File: src/rtl/elevator_door_ctrl_pkg.sv
// Shared definitions for the elevator door controller: state encoding,
// default door timing reused by the car controller, and the output decode.
package elevator_door_ctrl_pkg;

    localparam logic [1:0] DOOR_CLOSED    = 2'b00;
    localparam logic [1:0] DOOR_OPENING   = 2'b01;
    localparam logic [1:0] DOOR_OPEN_HOLD = 2'b10;
    localparam logic [1:0] DOOR_CLOSING   = 2'b11;

    localparam int DOOR_MOVE_CYCLES = 2;
    localparam int DOOR_HOLD_CYCLES = 3;

    typedef struct packed {
        logic open_cmd;
        logic close_cmd;
        logic is_open;
        logic closed;
    } door_drive_t;

    // Motor drive and status flags are a pure function of the door state.
    function automatic door_drive_t door_decode(input logic [1:0] st);
        door_drive_t d;
        d = door_drive_t'(4'b0000);
        case (st)
            DOOR_CLOSED:    d.closed    = 1'b1;
            DOOR_OPENING:   d.open_cmd  = 1'b1;
            DOOR_OPEN_HOLD: d.is_open   = 1'b1;
            DOOR_CLOSING:   d.close_cmd = 1'b1;
            default:        d.closed    = 1'b1;
        endcase
        return d;
    endfunction

endpackage

File: src/rtl/door_phase_timer.sv
// Shared phase timer for the door FSM: synchronous clear, saturating count,
// and a terminal-count flag against a duration supplied by the current state.
module door_phase_timer #(
    parameter int CNT_W = 4
) (
    input  logic             clk,
    input  logic             reset,
    input  logic             clr,
    input  logic [CNT_W-1:0] n,
    output logic             done
);

    localparam logic [CNT_W-1:0] CNT_ONE = CNT_W'(1);
    localparam logic [CNT_W-1:0] CNT_MAX = {CNT_W{1'b1}};

    logic [CNT_W-1:0] count_r;

    // Phase count: cleared on request, otherwise counts up and parks at all-ones.
    always_ff @(posedge clk) begin
        if (reset) begin
            count_r <= {CNT_W{1'b0}};
        end else if (clr) begin
            count_r <= {CNT_W{1'b0}};
        end else if (count_r != CNT_MAX) begin
            count_r <= count_r + CNT_ONE;
        end else begin
            count_r <= count_r;
        end
    end

    // Leaving on done makes a state last exactly n cycles.
    assign done = (count_r == (n - CNT_ONE));

endmodule

File: src/rtl/elevator_door_ctrl.sv
// Elevator car door sequencer: CLOSED -> OPENING -> OPEN_HOLD -> CLOSING.
// Optional nudge mode (limits button reopens) is built when DOOR_NUDGE_EN is defined.
module elevator_door_ctrl
    import elevator_door_ctrl_pkg::*;
#(
    parameter int MOVE_CYCLES = DOOR_MOVE_CYCLES,
    parameter int HOLD_CYCLES = DOOR_HOLD_CYCLES,
    parameter int CNT_W       = 4,
    parameter int REOPEN_MAX  = 3
) (
    input  logic       clk,
    input  logic       reset,
    input  logic       arrive,
    input  logic       open_btn,
    input  logic       close_btn,
    input  logic       obstruct,
    output logic       door_open_cmd,
    output logic       door_close_cmd,
    output logic       door_is_open,
    output logic       door_closed,
    output logic [1:0] state_o,
    output logic       nudge
);

    localparam int               RW         = $clog2(REOPEN_MAX + 1);
    localparam logic [RW-1:0]    REOPEN_TOP = RW'(REOPEN_MAX);
    localparam logic [RW-1:0]    REOPEN_ONE = RW'(1);
    localparam logic [CNT_W-1:0] MOVE_N     = CNT_W'(MOVE_CYCLES);
    localparam logic [CNT_W-1:0] HOLD_N     = CNT_W'(HOLD_CYCLES);

    logic [1:0]       state_r;
    logic [1:0]       next_state_s;
    logic [RW-1:0]    reopen_cnt_r;
    logic [RW-1:0]    reopen_next_s;
    logic             open_req_s;
    logic             reopen_req_s;
    logic             hold_restart_s;
    logic             phase_clr_s;
    logic             phase_done_s;
    logic [CNT_W-1:0] phase_n_s;
    door_drive_t      drive_r;
    door_drive_t      drive_next_s;

    assign open_req_s = arrive | open_btn;

`ifdef DOOR_NUDGE_EN
    logic nudge_mode_s;
    logic nudge_r;

    // Once the reopen budget is spent, only the safety sensor may reopen the door.
    assign nudge_mode_s = (reopen_cnt_r == REOPEN_TOP);
    assign reopen_req_s = obstruct | (open_req_s & ~nudge_mode_s);
`else
    assign reopen_req_s = obstruct | open_req_s;
`endif

    // Next-state, timer duration and reopen bookkeeping.
    always_comb begin
        next_state_s   = state_r;
        reopen_next_s  = reopen_cnt_r;
        hold_restart_s = 1'b0;
        phase_n_s      = MOVE_N;
        case (state_r)
            DOOR_CLOSED: begin
                if (open_req_s) begin
                    next_state_s = DOOR_OPENING;
                end else begin
                    next_state_s = DOOR_CLOSED;
                end
            end
            DOOR_OPENING: begin
                if (phase_done_s) begin
                    next_state_s = DOOR_OPEN_HOLD;
                end else begin
                    next_state_s = DOOR_OPENING;
                end
            end
            DOOR_OPEN_HOLD: begin
                phase_n_s = HOLD_N;
                if (obstruct | open_req_s) begin
                    hold_restart_s = 1'b1;
                end else if (close_btn | phase_done_s) begin
                    next_state_s = DOOR_CLOSING;
                end else begin
                    next_state_s = DOOR_OPEN_HOLD;
                end
            end
            DOOR_CLOSING: begin
                if (reopen_req_s) begin
                    next_state_s = DOOR_OPENING;
                    if (reopen_cnt_r != REOPEN_TOP) begin
                        reopen_next_s = reopen_cnt_r + REOPEN_ONE;
                    end else begin
                        reopen_next_s = reopen_cnt_r;
                    end
                end else if (phase_done_s) begin
                    next_state_s  = DOOR_CLOSED;
                    reopen_next_s = {RW{1'b0}};
                end else begin
                    next_state_s = DOOR_CLOSING;
                end
            end
            default: begin
                next_state_s  = DOOR_CLOSED;
                reopen_next_s = {RW{1'b0}};
            end
        endcase
    end

    assign phase_clr_s  = hold_restart_s | (next_state_s != state_r);
    assign drive_next_s = door_decode(next_state_s);

    door_phase_timer #(
        .CNT_W (CNT_W)
    ) u_phase_timer (
        .clk   (clk),
        .reset (reset),
        .clr   (phase_clr_s),
        .n     (phase_n_s),
        .done  (phase_done_s)
    );

    // State, reopen count and decoded drive outputs all update on the same edge.
    always_ff @(posedge clk) begin
        if (reset) begin
            state_r      <= DOOR_CLOSED;
            reopen_cnt_r <= {RW{1'b0}};
            drive_r      <= door_decode(DOOR_CLOSED);
        end else begin
            state_r      <= next_state_s;
            reopen_cnt_r <= reopen_next_s;
            drive_r      <= drive_next_s;
        end
    end

`ifdef DOOR_NUDGE_EN
    // Buzzer sounds for the whole of a close attempt made with the budget spent.
    always_ff @(posedge clk) begin
        if (reset) begin
            nudge_r <= 1'b0;
        end else begin
            nudge_r <= (next_state_s == DOOR_CLOSING) && (reopen_next_s == REOPEN_TOP);
        end
    end

    assign nudge = nudge_r;
`else
    assign nudge = 1'b0;
`endif

    assign state_o        = state_r;
    assign door_open_cmd  = drive_r.open_cmd;
    assign door_close_cmd = drive_r.close_cmd;
    assign door_is_open   = drive_r.is_open;
    assign door_closed    = drive_r.closed;

endmodule

File: config.mk
export PLATFORM = sky130hd
export DESIGN_NAME = elevator_door_ctrl
export DESIGN_NICKNAME = d
export VERILOG_FILES = /design/src/rtl/elevator_door_ctrl_pkg.sv /design/src/rtl/door_phase_timer.sv /design/src/rtl/elevator_door_ctrl.sv
export SDC_FILE = /design/constraint.sdc
export NUM_CORES = 1
export LEC_CHECK = 0
export ABC_AREA = 1
export BUFFER_PORTS_ARGS = -buffer_cell sky130_fd_sc_hd__buf_2
export CAP_MARGIN = 30
export CORE_AREA = 5 5 42 44
export DETAILED_ROUTE_END_ITERATION = 8
export DIE_AREA = 0 0 47 49
export GPL_ROUTABILITY_DRIVEN = 0
export PLACE_DENSITY_LB_ADDON = 0.1
export SKIP_CTS_REPAIR_TIMING = 1
export SLEW_MARGIN = 20
export SYNTH_ARGS = -nofsm -noshare
export SYNTH_HDL_FRONTEND = slang
export SYNTH_SLANG_ARGS = --single-unit
export TNS_END_PERCENT = 20
File: constraint.sdc
create_clock -name clk -period 1.6 [get_ports clk]
set_input_delay 0.16 -clock clk [delete_from_list [all_inputs] [get_ports clk]]
set_output_delay 0.16 -clock clk [all_outputs]
set_load 0.02 [all_outputs]
Word-level counts from Yosys, hierarchy flattened --
Index checks and enable logic that the tools add are counted.
Word-level totals: flip-flop bits (word level) 10, bits of input ports 6, output and inout bits 7, word-level logic and storage cells 38
Cells by class: add/subtract/negate cells 2, equal/unequal tests 9, mux-type cells 14, bitwise operators 4, reduce and logical (&&, ||, !) cells 3
Operator list (count):
- two-way mux 1 bit | 9
- equality test 2 bit (second input constant) | 4
- two-way mux 2 bit | 4
- one-hot mux 2 bit (4 select lines) | 1
- adder 4 x 1 -> 4 bit (second input constant) | 1
- equality test 2 x 1 -> 1 bit (second input constant) | 2
- equality test 4 bit | 1
- logical NOT 2 bit | 2
- != test 4 bit (second input constant) | 1
- bitwise OR 1 bit | 4
- subtractor 2 x 1 -> 3 bit (second input constant) | 1
- != test 2 bit | 1
- OR reduction 2 bit | 1

Logic depth before layout (Yosys ltp) --
Gate-level depths: netlist of run 1.
depth in word-level cells 11, mapped depth 11, mapped depth without buffers 11

Modules after synthesis --
A second synthesis of run 1 with hierarchy kept.
Second synthesis, totals: cells, all modules 105, area total of the unflattened synthesis 643.1 µm²
By module, submodules not included:
- elevator_door_ctrl | times used 1, cells each 50, area each 329.1 µm², seq. area each 120.1 µm²
- door_phase_timer | times used 1, cells each 55, area each 314.1 µm², seq. area each 80.1 µm²

Least setup slack after synthesis of run 1 --
No wires, ideal clock.
path type flip-flop to flip-flop, start register state_r[1] (netlist: state_o[1]), end register drive_r (netlist bit door_closed), library setup time 0.113 ns, data arrival time 1.201 ns, data required time 1.487 ns, path slack 0.287 ns, stages on the path, launching flop included 12, path buffers 0, period minus slack after synthesis 1.313 ns, cells stage by stage dfxtp_1 inv_2 nor2_2 nand2_1 nand2_2 nand2_4 nand2_2 nand2_2 nand3_2 inv_1 nand2_1 nand2_1
On the way: longest elaborated chain between the ends 10, elaborated cells between the ends (all ways) 16, those cells by class add/sub: 1; eq/ne: 4; mux: 8; bitwise: 1; reduce/logical: 2
RTL lines:
- start, declared | line elevator_door_ctrl.sv:31 | logic [1:0] state_r;
- start signal, assigned | line elevator_door_ctrl.sv:130 | state_r <= next_state_s;
- equality test 2 bit | line elevator_door_ctrl.sv:63 | case (state_r)
- two-way mux 1 bit | line elevator_door_ctrl.sv:63
- subtractor 2 x 1 -> 3 bit | line door_phase_timer.sv:32 | assign done = (count_r == (n - CNT_ONE));
- equality test 4 bit | line door_phase_timer.sv:32
- bitwise OR 1 bit | line elevator_door_ctrl.sv:82 | end else if (close_btn | phase_done_s) begin
- two-way mux 1 bit | line elevator_door_ctrl.sv:82
- two-way mux 2 bit | line elevator_door_ctrl.sv:80 | if (obstruct | open_req_s) begin
- one-hot mux 2 bit (4 select lines) * | line elevator_door_ctrl.sv:63
- logical NOT 2 bit * | line elevator_door_ctrl_pkg.sv:24 | case (st)
- two-way mux 1 bit * | line elevator_door_ctrl_pkg.sv:24
- end signal, assigned | line elevator_door_ctrl.sv:128 | drive_r <= door_decode(DOOR_CLOSED);
- end signal, assigned | line elevator_door_ctrl.sv:132 | drive_r <= drive_next_s;
- end, declared | line elevator_door_ctrl.sv:41 | door_drive_t drive_r;
Mark *: on every way between the ends. The rest lies on a longest branch, timed or not. A chain may end at the register's enable or synchronous reset.

Worst setup path after layout of run 1 --
start register state_r[0] (netlist: state_o[0]), end register drive_r (netlist bit door_closed)
Same word-level chain as after synthesis.

==> results of run 1 <==
==> synthesized netlist by cell type <==
cell and n:
nand2_1 16, inv_1 13, nor2_1 12, dfxtp_1 10, nand2_2 6, nand3_1 6
nor3_1 4, inv_2 2, o21ai_0 2, a21oi_1 1, buf_4 1, conb_1 1
ha_1 1, nand2_4 1, nand3_2 1, nor2_2 1, nor3_2 1, o21ai_2 1
xor2_1 1
==> critical path, stage by stage, from the launching register on <==
cell     delay, ns
dfxtp_1       0.45
inv_2         0.08
nand2_1       0.10
nand2_1       0.07
nand2_2       0.11
nand2_4       0.07
nand2_2       0.07
nand2_2       0.05
nand3_2       0.09
inv_1         0.05
nand2_1       0.05
nand2_1       0.04
==> routing by layer <==
layer	vias to the layer above	global-route usage, %	routed length (um)
met5	-	0	0
li1	274	-	-
met2	11	13.80	477
met3	4	2.583	48
met4	0	6.912	26
met1	208	14.22	460
==> worst max path at each step <==
stage	to	slack, ns	depth (start not counted)
4_1_cts	door_closed	0.27	11
3_3_place_gp	door_close_cmd	0.28	9
6_report	door_closed	0.27	11
3_5_place_dp	door_close_cmd	0.28	9
5_1_grt	u_phase_timer.count_r[3]	0.12	8
2_1_floorplan	door_closed	0.29	11
==> report_power, final <==
group / leakage, nW / switching [mW] / internal (mW)
logic: 0.240 / 0.108 / 0.0578
registers: 0.0819 / 0.0195 / 0.272
clock network: 0.0210 / 0.0931 / 0.138
==> layout by cell type (no fill, tap or decap) <==
cell      instances
o21ai_0           2
nand2_4           1
a21oi_1           1
nor3_1            4
inv_1            13
o21ai_2           1
dfxtp_1          10
nor2_1           12
nor2_2            1
xor2_1            1
nand3_1           6
nand3_2           1
nand2_1          16
ha_1              1
clkbuf_8          1
conb_1            1
nand2_2           6
nor3_2            1
inv_2             2
clkbuf_4          3
buf_2            11
==> logic make-up (layout without fill, tap and decap cells) <==
group                    after synthesis  count (layout)  synth area share (%)
AO/OA/AOI/OAI                          4               4                 4.377
other                                  1               1                0.6906
flip-flops                            10              10                 36.87
AND/OR/NAND/NOR                       48              48                 42.40
adder cells (fa/ha/maj)                1               1                 2.304
XOR/XNOR                               1               1                 1.613
buffers and inverters                 16              30                 11.75
==> per-stage QoR <==
step	setup WS [ns]	power [mW]
after CTS	0.2714	0.7014
after global routing	0.1211	0.7408
after global placement	0.2823	0.4652
after floorplan	0.2865	0.4239
final	0.2665	0.6883
after detailed placement	0.2839	0.4656
==> sequential cells by signal, indices dropped and copies added (netlist names) <==
name	flops
door_close_cmd	1
door_closed	1
door_is_open	1
door_open_cmd	1
state_o	2
u_phase_timer.count_r	4
==> cell type report <==
cell class | instances | share of cell area, %
Inverter | 15 | 8.704
Tap cell | 16 | 3.095
Clock buffer | 4 | 5.609
Multi-Input combinational cell | 55 | 43.13
Sequential cell | 10 | 30.95
Timing Repair Buffer | 11 | 8.511
==> flow_summary.toml, run 1 <==
[grt]
antenna_found_initial = 0
grt_overflow = 0
first_global_vias = 429
grt_pass1_wl_um = 1725
grt_use_total_pct = 10.39
grt_max_degree = 7

[worst_hold_path]
holdPathEnd = "door_is_open"
min_path_type = "in2reg"
hp-start = "reset"
hold_depth = 2

[clock_tree]
clk-insertion-delay-late_ns = 0.27
h-tree-depth = 1
cts-buffers-inserted = 3
cts_sinks = 10
cts-root-buf = "clkbuf_4"
cts.path.max_buffers = 2
cts_tree = "done"
clk_pin_slew_worst_paths_ns = 0.07

[detailed_routing]
wl_per_cell_um = 9.126
drt_iter0_drc = 8
antenna_left = 0
drt-pass1-iter-count = 4
totalWireLength_um = 1013
vias = 497
avgViaCountPerCell = 4.477
drc = 0

[die]
die_w_um = 47
die_y_um = 49
io_pins = 13
core_um2 = 1401
start_util_pct = 38.75
die-area_um2 = 2303
rows = 14

[yosys]
synth_top_area_share_pct = 36.87
synth_cell_type_count = 19
syn-num-nets = 88
syn_inst = 81
synthTopCellsByArea = "dfxtp_1 (37%), nand2_1 (11%), inv_1 (9.0%)"
netlist_area_um2 = 543.0
yosysSeqAreaShare_pct = 36.87
synth-seq-cells = 10
avgSynthCellArea_um2 = 6.704
ys_warn_count = 0
synth_area_leader_cell = "dfxtp_1"

[critical_path]
r2r_slack_ns = 0.27
endpoint_kind = "flip-flop"
r2r_cells = 11
path_max_fanout = 6
r2r_end = "door_closed"
cp.arrival_ns = 1.50
critical_path_class = "reg2reg"
rr_startpoint = "state_o[0]"
critPathLaunchType = "flip-flop"
critPathLaunch = "state_o[0]"
required_ns = 1.76

[layout]
fin_cells = 111
area_growth_pct = 19.12
multi_input_area_um2 = 279.0
fillers = 168
fin_nets = 103
final_util_pct = 46.16
seqCellArea_um2 = 200.2
drive_gt1_share_pct = 29.47
finalInstanceArea_um2 = 646.9
antenna_cells = 0

[sta]
max_clock_freq_ghz = 0.7499
whs_ns = 0.09653
finalCritPeriodShare_pct = 83.34
fin_skew_ns = 0.006066
finalSetupViolations = 0
fin_crit_ns = 1.333
setup-tns-final_ns = 0
rsz0062_at_grt = "no"
slew_viol_final = 0
hold_viol_final = 0

[place]
dpl.hpwl_um = 813.7
io_buffers = 11
dpl.cell_count = 107
placed_area_um2 = 610.6

[outcome]
status = "completed"

[job]
max_cap_viol_count = 0

[pwr]
p_leak_nw = 0.3425
ir_worst_vdd_v = 0.0004544
power_density_nw_per_um2 = 1064
No activity file was read; power rests on OpenSTA's default activity.
==> run 2, diff against run 1 <==
- clock period: 1.6 -> 1.2 ns (I/O delays scaled with it)
==> run 2 against run 1 <==
- the run now ends with setup timing left
- worst setup slack worse by 0.28 ns
- non-clock buffer count is 10 higher
- sequential power up 34%
- cell count rose by 9.0%
- power grew 44%
- maximum frequency is 10% higher
- highest routed layer unchanged
- largest power group unchanged
- combinational power increased by 84%
- clock skew decreased by 0.00086 ns
- via count grew 7.4%
- clock-buffer cell count unchanged
- clock power increased by 29%
==> flow_summary.toml, run 2 (synthesis gave the netlist of run 1 again) <==
[detailed_routing]
vias = 534
drt-pass1-iter-count = 6
wl_per_cell_um = 9.364
totalWireLength_um = 1133
drc = 0
avgViaCountPerCell = 4.413
drt_iter0_drc = 9
antenna_left = 0

[critical_path]
worstPathCellList = "inv_2, nor2_1, nand2_2, nand2_4, nand2_4, o21ai_2, nand2_2, nand2_1, nor2_1"
critical_path_class = "reg2reg"
worst-path-buf-inv = 1
cp_slowest_stage_delay_ns = 0.37
r2r_end = "door_open_cmd"
crit_family = "simple AND/OR/NAND/NOR gates"
cp.arrival_ns = 1.37
endpoint_kind = "flip-flop"
path_max_fanout = 5
cp_slowest_cell = "dfxtp_2"
rr_startpoint = "u_phase_timer.count_r[1]"
required_ns = 1.36
critPathLaunchType = "flip-flop"
r2r_cells = 9
r2r_slack_ns = -0.01

[sta]
fin_crit_ns = 1.212
finalCritPeriodShare_pct = 101.0
fin_skew_ns = 0.005211
setup_slack_ns = -0.01159
setup-tns-final_ns = -0.01497
slew_viol_final = 0
max_clock_freq_ghz = 0.8254
hold_viol_final = 0
rsz0062_at_grt = "yes"
finalSetupViolations = 2

[worst_hold_path]
min_path_type = "in2reg"
hp-start = "reset"
hold_depth = 2
holdPathEnd = "state_o[1]"

[die]
rows = 14
io_pins = 13
die_y_um = 49
core_um2 = 1401
start_util_pct = 38.75
die-area_um2 = 2303
die_w_um = 47

[outcome]
violations = "setup timing"
status = "finished, violations left"

[grt]
grt_pass1_wl_um = 1952
first_global_vias = 507
antenna_found_initial = 0
met3_usage_pct = 3.690
grt_overflow = 0
grt_use_total_pct = 11.36
grt_busiest_layer = "met2"
grt_max_degree = 7
gr-usage-met1_pct = 13.94
grt_util_met2_pct = 17.19

[layout]
antenna_cells = 0
final_cell_mix = "nor2_1 (11), nand2_2 (11), inv_1 (11), buf_2 (11)"
fin_cells = 121
fillers = 142
drive_gt1_share_pct = 52.38
area_growth_pct = 44.24
top_register = "u_phase_timer.count_r"
largest_reg_flops = 4
fin_nets = 113
finalInstanceArea_um2 = 783.3
multi_input_area_um2 = 332.8
seqCellArea_um2 = 207.7

[clock_tree]
clk-insertion-delay-late_ns = 0.26
cts.path.max_buffers = 2
cts-root-buf = "clkbuf_4"
h-tree-depth = 1
cts_sinks = 10
cts-buffers-inserted = 3
clk_pin_slew_worst_paths_ns = 0.07
cts_tree = "done"

[pwr]
ir_worst_vdd_v = 0.0008439
p_leak_nw = 0.4036
power_density_nw_per_um2 = 1270

[place]
dpl.hpwl_um = 904.9
dpl.cell_count = 117
io_buffers = 11
placed_area_um2 = 688.2

[job]
max_cap_viol_count = 0
[run 2: cell types whose count changed in the layout (fill, tap and decap cells not counted), sizes merged]
cell and delta:
buf +10
[run 2: power by group]
part / internal (mW) / switching (mW)
clock network: 0.184 / 0.115
logic: 0.126 / 0.180
registers: 0.366 / 0.0231
[run 2: metrics by stage]
stage / hold WS (ns) / total power, mW / util (%) / worst slack [ns]
2_1_floorplan: 0.1850 / 0.5671 / - / 0.002004
3_3_place_gp: 0.3261 / 0.6573 / 49.11 / -0.01311
3_5_place_dp: 0.3308 / 0.6588 / 49.11 / -0.01219
4_1_cts: 0.04416 / 0.9609 / 51.70 / -0.03820
5_1_grt: 0.06670 / 1.063 / 55.89 / -0.1316
6_report: 0.05332 / 0.9943 / 55.89 / -0.01159
[run 2: area by class of cell]
class                      instances  area share, %
clock buffer                       4          4.633
tap                               16          2.556
inverter                          15          7.189
timing repair buffer              21          16.61
multi-input combinational         55          42.49
sequential                        10          26.52
[run 2: worst max-delay path by stage]
stage | start | endpoint | slack, ns | depth (start not counted)
after floorplan | state_o[1] | door_closed | 0.002 | 11
after detailed placement | u_phase_timer.count_r[1] | u_phase_timer.count_r[1] | -0.01 | 5
after global routing | state_o[1] | door_closed | -0.13 | 9
after global placement | u_phase_timer.count_r[1] | door_close_cmd | -0.01 | 9
after CTS | u_phase_timer.count_r[0] | u_phase_timer.count_r[1] | -0.04 | 5
final | u_phase_timer.count_r[1] | door_open_cmd | -0.01 | 9
[run 2: per-layer routing]
layer | vias up | part of all wire (%)
met2 | 6 | 53
met3 | 4 | 2.6
li1 | 291 | -
met1 | 233 | 43
met5 | - | 0
met4 | 0 | 1.7
